<file path="config.mk">
export PLATFORM = sky130hd
export DESIGN_NAME = kronos_dmem_arb
export DESIGN_NICKNAME = d
export VERILOG_FILES = /design/src/rtl/kronos_dmem_arb.sv
export SDC_FILE = /design/constraint.sdc
export NUM_CORES = 1
export LEC_CHECK = 0
export CORE_AREA = 2 2 111 113
export CTS_CLUSTER_SIZE = 24
export DETAILED_ROUTE_END_ITERATION = 8
export DIE_AREA = 0 0 113 115
export GPL_ROUTABILITY_DRIVEN = 0
export GPL_TIMING_DRIVEN = 0
export PLACE_DENSITY = 0.49
export SYNTH_ARGS = -nofsm -noshare
export SYNTH_HDL_FRONTEND = slang
export SYNTH_SLANG_ARGS = --single-unit
</file>
<file path="constraint.sdc">
create_clock -name clk -period 2.5 [get_ports clk]
set_clock_uncertainty 0.05 [all_clocks]
set_input_delay 0.375 -clock clk [delete_from_list [all_inputs] [get_ports clk]]
set_output_delay 0.375 -clock clk [all_outputs]
set_load 0.05 [all_outputs]
</file>
<file path="src/rtl/kronos_dmem_arb.sv">
// rtl/kronos_dmem_arb.sv - two-requester round-robin arbiter sharing one 1-cycle data SRAM
module kronos_dmem_arb #(
    parameter int AW = 8
) (
    input  logic          clk,
    input  logic          rst,

    input  logic [31:0]   r0_addr,
    input  logic [31:0]   r0_wr_data,
    input  logic [3:0]    r0_wr_mask,
    input  logic          r0_rd_req,
    input  logic          r0_wr_req,
    output logic          r0_gnt,
    output logic [31:0]   r0_rd_data,

    input  logic [31:0]   r1_addr,
    input  logic [31:0]   r1_wr_data,
    input  logic [3:0]    r1_wr_mask,
    input  logic          r1_rd_req,
    input  logic          r1_wr_req,
    output logic          r1_gnt,
    output logic [31:0]   r1_rd_data,

    output logic [AW-1:0] mem_addr,
    output logic [31:0]   mem_wdata,
    output logic [3:0]    mem_wr_mask,
    output logic          mem_en,
    output logic          mem_wr_en,
    input  logic [31:0]   mem_rdata
);

    logic req0, req1;
    logic elig0, elig1;
    logic win0, win1;
    logic gnt0_q, gnt0_d;
    logic gnt1_q, gnt1_d;
    logic prio_q, prio_d;

    // Byte-offset bits and bits above the SRAM depth carry no meaning here.
    logic unused_addr_bits;
    assign unused_addr_bits = ^{r0_addr[1:0], r0_addr[31:AW+2],
                                r1_addr[1:0], r1_addr[31:AW+2]};

    // Pick at most one winner; a requester in its gnt cycle is ineligible so a
    // held request is not accepted twice, and nothing is accepted during reset.
    always_comb begin
        req0   = r0_rd_req | r0_wr_req;
        req1   = r1_rd_req | r1_wr_req;
        elig0  = req0 & ~gnt0_q & ~rst;
        elig1  = req1 & ~gnt1_q & ~rst;
        win0   = elig0 & (~elig1 | ~prio_q);
        win1   = elig1 & (~elig0 |  prio_q);
        gnt0_d = win0;
        gnt1_d = win1;
        prio_d = prio_q;
        if (win0) begin
            prio_d = 1'b1;
        end else if (win1) begin
            prio_d = 1'b0;
        end
    end

    // Steer the winner's access onto the SRAM; requester 0 fields when idle.
    always_comb begin
        mem_en      = win0 | win1;
        mem_addr    = r0_addr[2 +: AW];
        mem_wdata   = r0_wr_data;
        mem_wr_mask = r0_wr_mask;
        mem_wr_en   = win0 & r0_wr_req;
        if (win1) begin
            mem_addr    = r1_addr[2 +: AW];
            mem_wdata   = r1_wr_data;
            mem_wr_mask = r1_wr_mask;
            mem_wr_en   = r1_wr_req;
        end
    end

    // Grant flags and the round-robin pointer; reset cancels any pending gnt.
    always_ff @(posedge clk) begin
        if (rst) begin
            gnt0_q <= 1'b0;
            gnt1_q <= 1'b0;
            prio_q <= 1'b0;
        end else begin
            gnt0_q <= gnt0_d;
            gnt1_q <= gnt1_d;
            prio_q <= prio_d;
        end
    end

    assign r0_gnt     = gnt0_q;
    assign r1_gnt     = gnt1_q;
    assign r0_rd_data = gnt0_q ? mem_rdata : 32'h0;
    assign r1_rd_data = gnt1_q ? mem_rdata : 32'h0;

endmodule

</file>
**Word-level counts from Yosys, hierarchy flattened**

Index checks and enable logic that the tools add are counted.

- Mux-type cells: 8
- Bitwise gates (word level): 18
- Reductions and logical operators: 1

Operator list:

| operator | count |
|---|---|
| 2-to-1 mux 32 bit | 3 |
| 2-to-1 mux 8 bit | 1 |
| bitwise AND 1 bit | 7 |
| inverter 1 bit | 6 |
| OR 1 bit | 5 |
| 2-to-1 mux 4 bit | 1 |
| 2-to-1 mux 1 bit | 3 |
| nonzero test 2 bit | 1 |

- Bits in registers: 3
- Logic and storage cells: 30

**Depth between registers and ports, before layout**

Gate-level depths: netlist of the first run.

- Depth in word-level cells: 8
- Mapped depth: 4
- Depth with buffers taken out: 3

**Least setup slack after synthesis of the first run**

OpenSTA, ideal clock, no wires.

- Path kind: register to output
- Start: reg gnt0_q, in the netlist r0_gnt
- End: out mem_wr_en
- Arrival: 2.296 ns
- Setup slack: -0.221 ns
- Cell stages (with the launch flop): 4
- Buffers on the path: 0
- Path through: dfxtp_1 -> o21bai_4 -> or2_2 -> o31ai_1

- Word-level cells in the longest chain between the ends: 7

RTL lines:

| element | line | source |
|---|---|---|
| start: declaration | 35 | `logic gnt0_q, gnt0_d;` |
| start signal: assignment | 85 | `gnt0_q <= gnt0_d;` |
| inverter 1 bit (*) | 49 | `elig0 = req0 & ~gnt0_q & ~rst;` |
| bitwise AND 1 bit (*) (2 in series) | 49 |  |
| inverter 1 bit | 52 | `win1 = elig1 & (~elig0 \| prio_q);` |
| OR 1 bit | 52 |  |
| bitwise AND 1 bit | 52 |  |
| 2-to-1 mux 1 bit (*) | 70 | `if (win1) begin` |
| end: declaration | 28 | `output logic mem_wr_en,` |

Every way passes the cells marked *; elsewhere a longest branch is shown, timed or not.

**Worst setup path after layout of the first run**

- Start: in r0_rd_req
- End: out mem_wdata[0]

- Word-level cells in the longest chain between the ends: 7

RTL lines:

| element | line | source |
|---|---|---|
| start: declaration | 11 | `input logic r0_rd_req,` |
| OR 1 bit | 47 | `req0 = r0_rd_req \| r0_wr_req;` |
| bitwise AND 1 bit (2 in series) | 49 |  |
| inverter 1 bit | 52 |  |
| OR 1 bit | 52 |  |
| bitwise AND 1 bit | 52 |  |
| 2-to-1 mux 32 bit | 70 |  |
| end: declaration | 25 | `output logic [31:0] mem_wdata,` |

Every way passes these cells.

==> metrics.yaml, run 1 <==
p_leak_nw: 2.154
maxCapViolCount: 0
worstPathRequired_ns: 2.08
port-buffer-count: 237
crit_chain: "clkdlybuf4s50_1 -> o21bai_4 -> o221ai_4 -> buf_12 -> buf_6 -> mux2_2 -> buf_2"
wirelength_mm: 6.614
cts_htree_levels: 1
setup_viol: 0
run_status: "complete, but fails checks"
post_drt_wl_per_cell_um: 12.60
syn_inst: 135
min_period_ns: 2.420
avgSynthCellArea_um2: 8.536
criticalPathCategory: "primary input to output pin"
r2r_cells: 3
antenna_found_initial: 0
hp-start: "rst"
area_delta_synth_final_pct: 222.6
crit_fanout: 10
relSlewSlack: 0.5958
utilization: 0.3147
ys_seq_area_frac: 0.05212
hold_end: "prio_q$_SDFFE_PP0P_"
drive_above_1_share: 0.2778
num_vias: 1927
syn_nets: 309
grt_setup_unrepaired: "no"
dieHeight_um: 115
core-area_um2: 11810
vdd_ir_drop_max_mv: 0.1502
grt_pass1_vias: 1936
hold_path_depth: 2
fin_area_um2: 3717
slowest_delay_ns: 0.50
max_freq_mhz: 413.2
placed_area_um2: 3714
grt-ovfl-total: 0
worstReg2RegStart: "prio_q$_SDFFE_PP0P_"
start_util: 0.09756
slowest_stage: "clkdlybuf4s50_1"
power_density_nw_per_um2: 377.6
grt_max_degree: 11
min_path_type: "primary input to flop"
dpl.hpwl_mm: 5.854
dr.pass1.iters: 6
grt_pass1_wl_mm: 9.611
syn-cell-area_um2: 1152
path_clk_slew_ns: 0.03
nets: 553
setup.worst_path.end_class: "output pin"
io_pins: 286
synth_seq_cells: 3
hold_viol_final: 0
clk_latency_ns: 0.23
yosysUniqueCellTypes: 17
finalMaxSlewViolations: 0
cts_buffers: 3
cts_tree: "done"
num_antenna_cells: 0
rows: 40
violations: "DRC"
fin_crit_sh: 0.9682
drt_iter0_drc: 44
clockBufferDepth: 2
die_w_um: 113
r2r_slack_ns: 1.15
clockRootBuffer: "clkbuf_16"
cp-start-kind: "primary input"
grt_use_total: 0.09167
synth_warnings: 0
postRouteAntennaNets: 0
crit_arrival_ns: 2.00
r2r-end: "prio_q$_SDFFE_PP0P_"
tightest_slew_ns: 0.6008
cts.sinks: 3
vias_per_cell: 3.670
dieArea_um2: 13000
drc: 18
[worst max-delay path by stage]
stage	end	depth (start not counted)	start
finish	mem_wdata[0]	7	r0_rd_req
global route	r0_rd_data[6]	3	r0_gnt$_SDFF_PP0_
CTS	mem_wr_mask[2]	7	r0_wr_req
detailed placement	mem_wr_mask[2]	6	r0_wr_req
global placement	mem_wr_mask[2]	6	r0_wr_req
floorplan	mem_wr_en	3	r0_gnt$_SDFF_PP0_
[logic make-up after synthesis]
kind of cell / Yosys count / share of synthesized area
buf+inv: 13 / 0.07165
compound gates: 6 / 0.06624
mux: 44 / 0.4397
simple gates: 69 / 0.3703
flops: 3 / 0.05212
[sequential cells by signal, indices dropped and copies added, names as in the netlist]
name    cells
prio_q      1
r0_gnt      1
r1_gnt      1
[layer usage]
layer,track usage,wire length [um]
met1,0.09105,2142
met4,0.02683,68
met2,0.1836,3531
met5,0,0
met3,0.02636,871
[layout by cell type (no fill, tap or decap)]
cell type / instances
clkdlybuf4s50_1: 144
and2_1: 62
dlymetal6s2s_1: 42
mux2_2: 41
buf_2: 41
clkbuf_1: 7
dlygate4sd2_1: 6
mux2_4: 3
buf_6: 3
inv_1: 3
clkbuf_16: 3
dfxtp_1: 3
nor2_1: 2
and2_2: 2
clkdlybuf4s15_2: 2
clkbuf_4: 2
o21bai_4: 1
or2_2: 1
o31ai_1: 1
nor2_4: 1
o221ai_4: 1
buf_8: 1
nor4_1: 1
o311ai_0: 1
o31ai_2: 1
a211oi_1: 1
buf_4: 1
buf_12: 1
[what timing repair did]
action                                  in CTS  in global routing
endpoints found under the setup margin      46                 83
hold buffers                                 0                  0
pin swaps                                    1                  0
resized for setup                          226                 47
buffers inserted                             2                  0
[critical path: cells and delay by family]
family                 cells  cell delay (ns)
AO/OA/AOI/OAI              2             0.24
multiplexers               1             0.35
buffers and inverters      4             1.02
[synthesized netlist by cell type]
master	number	area (um2)
clkbuf_1	6	22.52
and2_2	2	15.01
nor4_1	1	6.260
a211oi_1	1	7.510
buf_8	1	15.01
mux2_4	3	45.04
nor2_1	3	11.26
or2_2	1	6.260
dfxtp_1	3	60.06
inv_1	3	11.26
and2_1	62	387.9
o221ai_4	1	26.28
o311ai_0	1	8.760
mux2_2	41	461.7
o21bai_4	1	18.77
buf_6	3	33.78
o31ai_1	2	15.01
[report_power, final]
group | internal [mW] | leakage, nW | switching (mW)
combinational | 0.441 | 2.09 | 0.645
clock | 0.211 | 0.0382 | 0.0464
sequential | 0.0528 | 0.0249 | 0.00859
[final cells by class]
| type | instances | area, um2 |
|---|---|---|
| plain buffers | 10 | 71.32 |
| clock buffers | 4 | 78.83 |
| fillers | 1265 | 8094 |
| inverters | 3 | 11.26 |
| multi-input cells | 119 | 1022 |
| flip-flops and latches | 3 | 60.06 |
| well taps | 147 | 183.9 |
| repair buffers | 239 | 2290 |
[metrics by stage]
step	setup WS (ns)	hold slack (ns)	power [mW]	instances	TNS, ns
finish	0.07960	0.4592	1.404	525	0
detailed placement	-0.7133	0.4913	1.220	519	-29.95
global route	0.003991	0.4770	1.466	525	0
floorplan	0.2038	0.3978	0.7359	135	0
CTS	-0.1145	0.5027	1.426	525	-0.1145
global placement	-0.7397	0.4757	1.219	519	-30.75
Note: power is estimated with default switching activity, not from simulation.
==> run 2, diff against run 1 <==
==> config.mk (replaced) <==
export PLATFORM = sky130hd
export DESIGN_NAME = kronos_dmem_arb
export DESIGN_NICKNAME = d
export VERILOG_FILES = /design/src/rtl/kronos_dmem_arb.sv
export SDC_FILE = /design/constraint.sdc
export NUM_CORES = 1
export LEC_CHECK = 0
export ABC_AREA = 1
export CORE_AREA = 2 2 110 112
export CTS_CLUSTER_SIZE = 24
export DETAILED_ROUTE_END_ITERATION = 8
export DIE_AREA = 0 0 112 114
export GPL_ROUTABILITY_DRIVEN = 0
export GPL_TIMING_DRIVEN = 0
export SYNTH_ARGS = -nofsm -noshare
export SYNTH_HDL_FRONTEND = slang
export SYNTH_SLANG_ARGS = --single-unit
==> run 2 against run 1 <==
Effect of this change:
- the flow now finishes without violations
- non-clock buffer count grew 11
- register-to-register slack gained 0.03 ns
- synthesized cell count rose by 130%
- cell count is 34% higher
- sequential cell count unchanged
- combinational power increased by 13%
- wire length rose by 24%
- critical endpoint is now mem_wr_mask[1]
- largest cell class unchanged
==> metrics.yaml, run 2 <==
r2r-end: "r0_gnt$_SDFF_PP0_"
dr.pass1.iters: 4  # -2
layout_setup_ws_ns: 0.1253  # +0.04570 ns
synth_warnings: 0  # unchanged
wl_met3_um: 732  # -16%
synth_seq_cells: 3  # unchanged
start_util: 0.1193  # +0.02177
min_path_type: "flop to flop"
num_vias: 2691  # +40%
synth_most_common_cell: "nand2_1"
grt_setup_unrepaired: "no"
r2r_slack_ns: 1.18  # +0.03 ns
tightest_slew_ns: 0.5501  # -0.05070 ns
grt_pass1_vias: 2455  # +27%
min_period_ns: 2.375  # -0.04570 ns
hold_viol_final: 0  # unchanged
num_antenna_cells: 0  # unchanged
syn_inst: 315  # +130%
criticalPathCategory: "primary input to output pin"
cts_htree_levels: 1  # unchanged
fin_crit_sh: 0.9499  # -0.01828
cts_buffers: 3  # unchanged
r2r_cells: 7  # +4
io_pins: 286  # unchanged
maxCapViolCount: 0  # unchanged
synthArstFlopShare: 0  # unchanged
grt_pass1_wl_mm: 11.65  # +21%
power_density_nw_per_um2: 387.5  # +2.6%
nets: 733  # +33%
hold_end: "r0_gnt$_SDFF_PP0_"
wl_met1_mm: 3.094  # +44%
relSlewSlack: 0.6322  # +0.03635
cp-start-kind: "primary input"
port-buffer-count: 237  # unchanged
multi_input_area_um2: 927.1  # -9.3%
layout_commonest_cell: "nand2_1"
hp-start: "prio_q$_SDFFE_PP0P_"
placed_area_um2: 3954  # +6.5%
postRouteAntennaNets: 0  # unchanged
p_leak_nw: 2.934  # +36%
crit_fanout: 10  # unchanged
area.sequential_um2: 60.06  # unchanged
cts.sinks: 3  # unchanged
grt_max_degree: 11  # unchanged
cts_tree: "done"
setup.worst_path.end_class: "output pin"
dieHeight_um: 114  # -0.87%
grt-ovfl-total: 0  # unchanged
vias_per_cell: 3.817  # +4.0%
final_cell_mix: "nand2_1 (159), clkdlybuf4s50_1 (130), inv_1 (71)"
max_freq_mhz: 421.1  # +1.9%
drc: 0  # -18
hold_path_depth: 1  # -1
setup_tns_ns: 0  # unchanged
worstPathRequired_ns: 2.08  # about the same
syn-cell-area_um2: 1398  # +21%
clockBufferDepth: 2  # unchanged
grt_use_total: 0.1123  # +0.02063
fin_area_um2: 3978  # +7.0%
antenna_found_initial: 0  # unchanged
utilization: 0.3396  # +0.02491
highest_layer: "met4"
area_delta_synth_final_pct: 184.6
rows: 40  # unchanged
dieArea_um2: 12770  # -1.7%
drt_iter0_drc: 85  # +93%
worstReg2RegStart: "r1_gnt$_SDFF_PP0_"
clk_latency_ns: 0.23  # about the same
syn_nets: 489  # +58%
yosys-top-cells-count: "nand2_1 (159), inv_1 (71), nand3_1 (47)"
crit_arrival_ns: 1.95  # -0.05 ns
yosysUniqueCellTypes: 17  # unchanged
run_status: "finished clean"
met2WireLength_mm: 4.136  # +17%
post_drt_wl_per_cell_um: 11.65  # -7.5%
vdd_ir_drop_max_mv: 0.2692  # +79%
synth_top_area_share: 0.4270  # +0.02639
synthTopCellsByArea: "nand2_1 (43%), inv_1 (19%), nand3_1 (17%)"
drive_above_1_share: 0.1290  # -0.1487
setup_viol: 0  # unchanged
core-area_um2: 11710  # -0.85%
finalMaxSlewViolations: 0  # unchanged
preCtsSetupSlack_ns: -0.5029  # +0.2105 ns
fillCellCount: 1302  # +2.9%
synth_largest_area_cell: "nand2_1"
path_clk_slew_ns: 0.03  # about the same
wirelength_mm: 8.214  # +24%
die_w_um: 112  # -0.88%
clockRootBuffer: "clkbuf_16"
ys_seq_area_frac: 0.04297  # -0.009145
avgSynthCellArea_um2: 4.437  # -48%
synth_edf_count: 0  # unchanged
dpl.hpwl_mm: 6.931  # +18%
synth_ff_type: "dfxtp_1"
## run 2: cell types whose count changed after synthesis, moves of 3 or more
cell,previous run,this run
nand3_1,0,47
buf_2,0,5
and2_1,62,0
clkbuf_1,6,3
buf_6,3,6
mux2_4,3,0
buf_4,0,4
nand2_1,0,159
mux2_2,41,0
inv_1,3,71
buf_1,0,3
## run 2: kinds of logic after synthesis
| group | synth area share |
|---|---|
| flip-flops | 0.04297 |
| buffers and inverters | 0.2999 |
| AND/OR/NAND/NOR | 0.6500 |
| AO/OA/AOI/OAI | 0.007155 |
## run 2: final cells by class
type / instances / area share
multi-input combinational: 218 / 0.2331
sequential: 3 / 0.01510
clock buffer: 4 / 0.01982
timing repair buffer: 239 / 0.5794
tap: 147 / 0.04624
inverter: 73 / 0.06889
buffer: 21 / 0.03743
## run 2: worst max path at each step
stage	start	endpoint	slack, ns
after floorplan	r1_gnt$_SDFF_PP0_	mem_en	0.20
after global placement	r0_wr_req	mem_wdata[0]	-0.47
after detailed placement	r0_wr_req	mem_wdata[9]	-0.50
after CTS	r0_gnt$_SDFF_PP0_	r0_rd_data[26]	0.0006
after global routing	r0_wr_req	mem_wdata[4]	0.0004
final	r0_wr_req	mem_wr_mask[1]	0.13
## run 2: worst max-delay path: stages
cell and delay (ns):
clkdlybuf4s50_1 0.50, inv_1 0.05, nand2_1 0.13, nand3_4 0.18, nand2_8 0.15, buf_4 0.18, nand2_1 0.06, nand2_1 0.06
buf_2 0.26
## run 2: power by group
part	internal [mW]	switching (mW)
logic	0.433	0.796
registers	0.0526	0.00266
clock network	0.211	0.0464
total	0.696	0.845
## run 2: stage by stage
step	std cells	hold WS, ns	total power, mW
after floorplan	315	0.3825	0.8126
after global placement	699	0.4281	1.350
after detailed placement	699	0.4278	1.357
after CTS	703	0.4347	1.533
after global routing	705	0.4730	1.614
final	705	0.4353	1.541
## run 2: repair_timing
| item | in CTS | in global routing |
|---|---|---|
| endpoints found under the setup margin | 68 | 82 |
| gates resized for setup | 239 | 68 |
| buffers inserted | 0 | 2 |
| pin swaps | 0 | 2 |
| hold buffers | 0 | 0 |
## run 2: routing by layer
metal / track usage / vias up
li1: - / 1391
met1: 0.1155 / 1132
met2: 0.2133 / 154
met3: 0.02444 / 14
met4: 0.05854 / 0
met5: 0 / -
